--- config.mk ---
export PLATFORM = sky130hd
export DESIGN_NAME = bcd_counter_param
export DESIGN_NICKNAME = d
export VERILOG_FILES = /design/src/rtl/bcd_pkg.sv /design/src/rtl/bcd_digit_cell.sv /design/src/rtl/bcd_counter_param.sv
export SDC_FILE = /design/constraint.sdc
export NUM_CORES = 1
export LEC_CHECK = 0
export BUFFER_PORTS_ARGS = -buffer_cell sky130_fd_sc_hd__buf_4
export CAP_MARGIN = 20
export CORE_MARGIN = 3
export CORE_UTILIZATION = 40
export DETAILED_ROUTE_END_ITERATION = 8
export PLACE_DENSITY_LB_ADDON = 0.3
export SLEW_MARGIN = 15
export SYNTH_ARGS = -nofsm -noshare
export SYNTH_HDL_FRONTEND = slang
export SYNTH_SLANG_ARGS = --single-unit
export TNS_END_PERCENT = 50
--- constraint.sdc ---
create_clock -name clk -period 7.3 [get_ports clk]
set_input_delay 0 -clock clk [delete_from_list [all_inputs] [get_ports clk]]
set_output_delay 0 -clock clk [all_outputs]
set_load 0.05 [all_outputs]
--- src/rtl/bcd_pkg.sv ---
// bcd_pkg: shared BCD digit type, digit limits and the most-significant-digit helper
// Used by bcd_digit_cell, bcd_counter_param and the averaging divider.
package bcd_pkg;
  typedef logic [3:0] bcd_digit_t;
  localparam bcd_digit_t BCD_MAX = 4'd9;
  localparam bcd_digit_t BCD_MIN = 4'd0;
  // Index of the highest nonzero digit among the low n digits of bcd; 0 for an all-zero value.
  function automatic int msd_of(input logic [63:0] bcd, input int n);
    msd_of = 0;
    for (int k = 0; k < 16; k++)
      if (k < n && bcd[4*k +: 4] != BCD_MIN) msd_of = k;
  endfunction
endpackage

--- src/rtl/bcd_digit_cell.sv ---
// bcd_digit_cell: one registered BCD digit with combinational carry/borrow out
// Ports: clk, rst_n (async active-low), step_in (carry/borrow in), down, clr, load,
//        ld_val (raw load digit, clamped to 9 here), digit (registered),
//        step_out (carry when up, borrow when down), nxt (next-state digit).
module bcd_digit_cell
  import bcd_pkg::*;
(
  input  logic       clk,
  input  logic       rst_n,
  input  logic       step_in,
  input  logic       down,
  input  logic       clr,
  input  logic       load,
  input  bcd_digit_t ld_val,
  output bcd_digit_t digit,
  output logic       step_out,
  output bcd_digit_t nxt
);
  bcd_digit_t stepped;
  always_comb begin
    step_out = step_in & (down ? digit == BCD_MIN : digit == BCD_MAX);
    stepped  = down ? (digit == BCD_MIN ? BCD_MAX : digit - 4'd1)
                    : (digit == BCD_MAX ? BCD_MIN : digit + 4'd1);
    nxt      = clr ? BCD_MIN
             : load ? (ld_val > BCD_MAX ? BCD_MAX : ld_val)
             : step_in ? stepped : digit;
  end
  always_ff @(posedge clk or negedge rst_n)
    if (!rst_n) digit <= BCD_MIN;
    else digit <= nxt;
endmodule

--- src/rtl/bcd_counter_param.sv ---
// bcd_counter_param: cascaded NUM_DIGITS BCD event counter with wrap/saturate and MSD tracking
// Ports: clk, rst_n (async active-low), clr, load, load_bcd, inc, down in;
//        count_bcd, msd_idx, wrap, at_limit, ovf, load_err out (all registered).
module bcd_counter_param
  import bcd_pkg::*;
#(
  parameter int NUM_DIGITS = 11,
  parameter bit SATURATE   = 1'b0,
  parameter int MSD_W      = 4
) (
  input  logic                    clk,
  input  logic                    rst_n,
  input  logic                    clr,
  input  logic                    load,
  input  logic [4*NUM_DIGITS-1:0] load_bcd,
  input  logic                    inc,
  input  logic                    down,
  output logic [4*NUM_DIGITS-1:0] count_bcd,
  output logic [MSD_W-1:0]        msd_idx,
  output logic                    wrap,
  output logic                    at_limit,
  output logic                    ovf,
  output logic                    load_err
);
  localparam logic [4*NUM_DIGITS-1:0] ALL9 = {NUM_DIGITS{BCD_MAX}};
  logic [NUM_DIGITS:0]     step;
  logic [NUM_DIGITS-1:0]   bad;
  logic [4*NUM_DIGITS-1:0] nxt;
  logic                    lim_now, hit;
  // A step at the limit is blocked at digit 0 when saturating; otherwise the
  // carry/borrow out of the top digit marks the wrap.
  always_comb begin
    lim_now = down ? count_bcd == '0 : count_bcd == ALL9;
    step[0] = inc & ~(SATURATE && lim_now);
    hit     = ~clr & ~load & (SATURATE ? inc & lim_now : step[NUM_DIGITS]);
  end
  for (genvar i = 0; i < NUM_DIGITS; i++) begin : g_dig
    bcd_digit_cell u_cell (
      .clk      (clk),
      .rst_n    (rst_n),
      .step_in  (step[i]),
      .down     (down),
      .clr      (clr),
      .load     (load),
      .ld_val   (load_bcd[4*i +: 4]),
      .digit    (count_bcd[4*i +: 4]),
      .step_out (step[i+1]),
      .nxt      (nxt[4*i +: 4])
    );
    assign bad[i] = load_bcd[4*i +: 4] > BCD_MAX;
  end
  // at_limit is registered against the next count and the direction sampled on the same edge.
  always_ff @(posedge clk or negedge rst_n)
    if (!rst_n) begin
      msd_idx  <= '0;
      wrap     <= 1'b0;
      at_limit <= 1'b0;
      ovf      <= 1'b0;
      load_err <= 1'b0;
    end else begin
      msd_idx  <= MSD_W'(msd_of(64'(nxt), NUM_DIGITS));
      wrap     <= hit & !SATURATE;
      at_limit <= SATURATE && (down ? nxt == '0 : nxt == ALL9);
      ovf      <= clr ? 1'b0 : ovf | hit;
      load_err <= ~clr & load & (|bad);
    end
endmodule

==> results of run 1 <==
[cells by family after synthesis]
group | after synthesis | share of synthesized area
buf+inv | 82 | 0.0635
mux | 25 | 0.0666
other cells | 1 | 0.000737
flops | 51 | 0.251
fa+ha+maj | 34 | 0.0836
simple gates | 225 | 0.255
compound gates | 195 | 0.264
xor+xnor | 9 | 0.0155
[metrics by stage]
stage	hold slack (ps)	util	cells	cell area (µm²)	total power, mW
floorplan	-296	-	622	5090	0.562
global placement	93.1	0.486	862	5940	0.669
detailed placement	102	0.486	862	5940	0.673
CTS	1.37	0.511	887	6240	0.911
global route	4.40	0.511	887	6240	0.960
finish	-1.26	0.511	887	6240	0.910
[registers in the layout (all words and copies together), names as in the netlist]
name	cells
load_err	1
wrap	1
msd_idx	4
g_dig.u_cell.digit	44
ovf	1
[Yosys cell counts (4+ instances only)]
cell and instances:
o21bai_1 7, nor3_1 9, nand3b_1 13, inv_1 50, and3_1 8, o21ai_1 5
or4bb_1 4, mux2i_1 17, nor3b_1 9, a31oi_1 16, nor2_1 47, nor2b_1 9
nand2_1 58, nand4bb_1 4, ha_1 34, nand2b_1 15, clkbuf_1 23, a211o_1 6
o311ai_0 5, and2_1 8, mux4_2 7, o21ai_0 42, a221oi_1 4, a211oi_1 13
o31ai_1 7, a21oi_1 30, nand3_1 11, o21a_1 5, xnor2_1 8, dfrtp_1 51
o22ai_1 6
[layout by cell type (no fill, tap or decap), types with 4 or more instances in the layout]
cell type,count
buf_4,102
nand2_1,58
dfrtp_1,51
inv_1,50
nor2_1,47
o21ai_0,42
ha_1,34
a21oi_1,30
mux2i_1,17
dlygate4sd3_1,17
a31oi_1,16
nand2b_1,15
nand3b_1,13
a211oi_1,13
nand3_1,11
nor3b_1,9
nor2b_1,9
nor3_1,9
and3_1,8
and2_1,8
xnor2_1,8
o31ai_1,7
mux4_2,7
o21bai_1,7
o22ai_1,6
a211o_1,6
o21a_1,5
o21ai_1,5
o311ai_0,5
clkbuf_16,5
a221oi_1,4
nand4bb_1,4
or4bb_1,4
[worst min-delay path, stage by stage]
cell,delay [ps]
buf_4,90
nand2_1,40
o21ai_1,110
[how the worst max path moves through the flow]
stage,start,to,slack (ps)
final,g_dig[2].u_cell.digit[0],msd_idx[2],3320
after detailed placement,g_dig[5].u_cell.digit[0],msd_idx[2],3340
after global placement,g_dig[5].u_cell.digit[0],msd_idx[2],3360
after floorplan,g_dig[2].u_cell.digit[0],msd_idx[3],3650
after global routing,g_dig[5].u_cell.digit[1],msd_idx[2],3020
after CTS,g_dig[5].u_cell.digit[0],msd_idx[2],3320
[where the power goes]
part | total, mW | internal (mW) | switching (mW)
sequential | 0.336 | 0.300 | 0.0360
combinational | 0.342 | 0.132 | 0.210
clock | 0.231 | 0.127 | 0.104
[metal layers]
metal / vias to the layer above / track usage / part of all wire
met1: 2530 / 0.295 / 0.44
met5: - / 0 / 0
met3: 24 / 0.0306 / 0.050
met4: 0 / 0.0550 / 0.020
li1: 2504 / - / -
met2: 184 / 0.382 / 0.49
[timing repair]
| item | CTS | global route |
|---|---|---|
| buffers inserted | 0 | 0 |
| endpoints found under the hold margin | 67 | 0 |
| hold buffers | 17 | 0 |
| gates resized for setup | 0 | 0 |
[cell type report]
| type | count | share of cell area |
|---|---|---|
| clock buffer | 7 | 0.0212 |
| clock inverter | 1 | 0.000802 |
| inverter | 52 | 0.0313 |
| multi-input combinational | 489 | 0.559 |
| sequential | 51 | 0.204 |
| tap | 168 | 0.0337 |
| timing repair buffer | 119 | 0.150 |
==> results.tsv, run 1 <==
metric	value	unit
status	finished with violations	
violations	negative hold slack	
cpPeakStageDelay	610	ps
numCtsBuffers	5	
worst-r2r-setup-slack	3320	ps
drv_cap	0	
syn_avg_cell_area	8.18	µm²
hpwlAfterDp	11700	µm
leakage	2.75	nW
cts_root_buf	clkbuf_16	
cp_slowest_cell	nor4_4	
syn_nets	706	
syn-cell-area	5090	µm²
timing.rr.start	g_dig[2].u_cell.digit[0]	
critPathMaxFanout	9	
finalSetupViolations	0	
synth_area_leaders	dfrtp_1 (25%), ha_1 (8.4%), nand2_1 (4.3%)	
cts_tree	yes	
multiInputGateArea	3490	µm²
synth-edff-count	0	
setup_slack	3320	ps
cp.arrival	4180	ps
die-area	14100	µm²
drc_errors	0	
area_delta_synth_final	22.7	%
drv_slew	0	
start_util	0.417	
post_drt_via_cell_ratio	5.91	
place.gp.congestion	0.922	
final_nets	802	
ys_ff_latch	51	
hold-path-endpoint	g_dig[10].u_cell.digit[3]	
cp.depth	11	
htreeDepth	2	
min_from	load_bcd[43]	
clock-sinks	51	
io_pins	102	
yosys.area.top_type_share	0.251	
required	7500	ps
timing.hold.ws	-1.26	ps
clk_pin_slew	70	ps
die_h	119	µm
clock_latency	290	ps
period_needed	3980	ps
grt_usage	0.222	
reg2reg_to	msd_idx[2]	
crit_family	simple AND/OR/NAND/NOR gates	
wl	15800	µm
grt_overflow	0	
drt_pass1_iterations	5	
grt_max_degree	74	
fillers	1145	
vias	5242	
fin_skew	9.12	ps
drt_iter0_drc	479	
hp-class	in2reg	
seqCellArea	1280	µm²
place_ws	3340	ps
ant_nets	0	
slew-limit-headroom	0.335	
antenna_found_initial	0	
fp.coreArea	12200	µm²
synth_flop_cell	dfrtp_1	
clock.fmax	251	MHz
grt_pass1_vias	5093	
holdPathStages	3	
critPathLaunchType	flop	
cp-end-kind	flop	
diodes	0	
port_buffers	100	
cp.buffers_inverters	1	
clk_path_buf_depth	2	
critPathKind	reg2reg	
timing.final.crit_share	0.545	
power_density	146	nW/µm²
setup_tns	0	ps
rows	40	
hold_viol	1	
irDropWorstVdd	0.000102	V
post_drt_wl_per_cell	17.8	µm
grt_pass1_wl	26200	µm
ys_seq_area_frac	0.251	
rsz0062_at_grt	no	
ys_types	86	
yosysTopAreaCell	dfrtp_1	
ys_async_sr_fraction	1.00	
die_w	119	µm
tightest_slew	994	ps
drive_gt1_frac	0.184	
syn_inst	622	
yosys_warnings	0	
reg2reg_depth	11	
crit_chain	inv_1 -> ha_1 -> or4bb_1 -> and2_1 -> nor4_4 -> nand3_1 -> a32o_1 -> o21bai_4 -> nor4_2 -> nand2_1 -> a311oi_1	
Note: power is estimated with default switching activity, not from simulation.
==> run 2: changes to the inputs <==
==> constraint.sdc (replaced) <==
create_clock -name clk -period 3.7 [get_ports clk]
set_input_delay 0 -clock clk [delete_from_list [all_inputs] [get_ports clk]]
set_output_delay 0 -clock clk [all_outputs]
set_load 0.05 [all_outputs]
==> results.tsv, run 2 (synthesis results as in run 1) <==
metric	value	unit	change
status	finished with violations		
violations	negative hold slack		
layout_common_cells	buf_4 (118), nand2_1 (58), dfrtp_1 (50)		
htreeDepth	2		unchanged
slew-limit-headroom	0.537		+0.202
clk_pin_slew	70	ps	about the same
grt_usage	0.225		+0.00271
antenna_found_initial	0		unchanged
rows	40		unchanged
cts_root_buf	clkbuf_16		
rsz0062_at_grt	yes		
clk_path_buf_depth	2		unchanged
wl	16100	µm	+1.9%
grt_overflow	0		unchanged
final_nets	821		+2.4%
clock_latency	300	ps	about the same
io_pins	102		unchanged
hpwlAfterDp	12000	µm	+3.0%
drt_iter0_drc	290		-39%
multiInputGateArea	3550	µm²	+1.8%
reg2reg_to	msd_idx[2]		
ant_nets	0		unchanged
die_w	119	µm	unchanged
place_area	6060	µm²	+2.0%
grt_max_degree	52		-30%
power_density	304	nW/µm²	+110%
final_cells	906		+2.1%
critPathLaunchType	flop		
area_delta_synth_final	28.1	%	
timing.rr.start	g_dig[1].u_cell.digit[1]		
setup_slack	189	ps	-3130 ps
layout_commonest_cell	buf_4		
total_power	1.98	mW	+120%
wl_met1	6840	µm	-0.52%
fin_skew	10.9	ps	+1.76 ps
die_h	119	µm	unchanged
fin_area	6520	µm²	+4.3%
post-place-cells	878		+1.9%
required	3900	ps	-3600 ps
seqCellArea	1280	µm²	about the same
die-area	14100	µm²	unchanged
cts_tree	yes		
post_drt_via_cell_ratio	5.88		-0.49%
holdPathStages	3		unchanged
fillers	1157		+1.0%
timing.hold.ws	-1.32	ps	-0.0573 ps
vias	5328		+1.6%
place_ws	111	ps	-3230 ps
wl_met3	866	µm	+9.5%
critPathMaxFanout	9		unchanged
hp-class	in2reg		
clock.fmax	285	MHz	+13%
fp.coreArea	12200	µm²	unchanged
critPathKind	reg2reg		
hold_viol	1		unchanged
min_from	load_bcd[20]		
start_util	0.417		unchanged
finalSetupViolations	0		unchanged
highest_layer	met4		
place.gp.congestion	0.916		-0.65%
post_drt_wl_per_cell	17.8	µm	-0.21%
routed-wl-met2	7950	µm	+1.6%
drv_slew	0		unchanged
largest-register	g_dig.u_cell.digit		
top_regs	g_dig.u_cell.digit x44, msd_idx x4		
irDropWorstVdd	0.000233	V	+130%
grt_pass1_vias	5245		+3.0%
period_needed	3510	ps	-467 ps
port_buffers	100		unchanged
tightest_slew	695	ps	-300 ps
worst-r2r-setup-slack	190	ps	-3130 ps
drive_gt1_frac	0.215		+0.0319
diodes	0		unchanged
hold-path-endpoint	g_dig[5].u_cell.digit[0]		
timing.final.crit_share	0.949		+0.404
drc_errors	0		unchanged
drv_cap	0		unchanged
drt_pass1_iterations	5		unchanged
setup_tns	0	ps	unchanged
finalCoreUtilization	0.534		+0.0222
clock-sinks	51		unchanged
grt_pass1_wl	26300	µm	+0.66%
cp-end-kind	flop		
reg2reg_depth	12		+1
leakage	2.87	nW	+4.6%
largest_reg_flops	44		unchanged
numCtsBuffers	5		unchanged
cp.arrival	3710	ps	-470 ps
[run 2: repair_timing]
action	CTS	global route
hold buffers	19	0
buffers inserted	0	1
endpoints found under the hold margin	68	0
gates resized for setup	0	13
setup endpoints to repair	0	4
[run 2: power breakdown]
part / total [mW] / switching, mW / leakage [nW] / internal, mW
Clock: 0.612 / 0.224 / 0.0900 / 0.388
Sequential: 0.659 / 0.0666 / 0.671 / 0.592
Combinational: 0.710 / 0.429 / 2.11 / 0.282
Total: 1.98 / 0.719 / 2.87 / 1.26
[run 2: how the worst max path moves through the flow]
stage	to	depth (start not counted)	from	slack, ps
6_report	msd_idx[2]	12	g_dig[1].u_cell.digit[1]	190
5_1_grt	msd_idx[2]	12	g_dig[1].u_cell.digit[1]	-20
4_1_cts	msd_idx[2]	11	g_dig[1].u_cell.digit[0]	90
3_5_place_dp	msd_idx[2]	11	g_dig[1].u_cell.digit[0]	110
3_3_place_gp	msd_idx[2]	11	g_dig[1].u_cell.digit[0]	260
2_1_floorplan	msd_idx[3]	9	g_dig[2].u_cell.digit[0]	50
[run 2: cell type report]
class                   instances  share of cell area
repair buffers                138               0.167
clock buffers                   5              0.0192
clock inverters                 3              0.0104
well taps                     168              0.0323
flip-flops and latches         51               0.196
multi-input cells             489               0.545
inverters                      52              0.0300
[run 2: layer usage]
layer	vias up	GRT usage
met2	209	0.383
met4	0	0.0840
met5	-	0
met3	35	0.0321
li1	2537	-
met1	2547	0.289
[run 2: worst max-delay path: stages (launching register included)]
cell	delay (ps)
dfrtp_1	440
inv_1	140
ha_1	250
nand4bb_1	260
a221o_2	550
nor4_4	220
buf_4	180
nand3_1	130
a32o_1	320
o21bai_4	180
nor4_4	330
nand2_1	130
a311oi_1	280
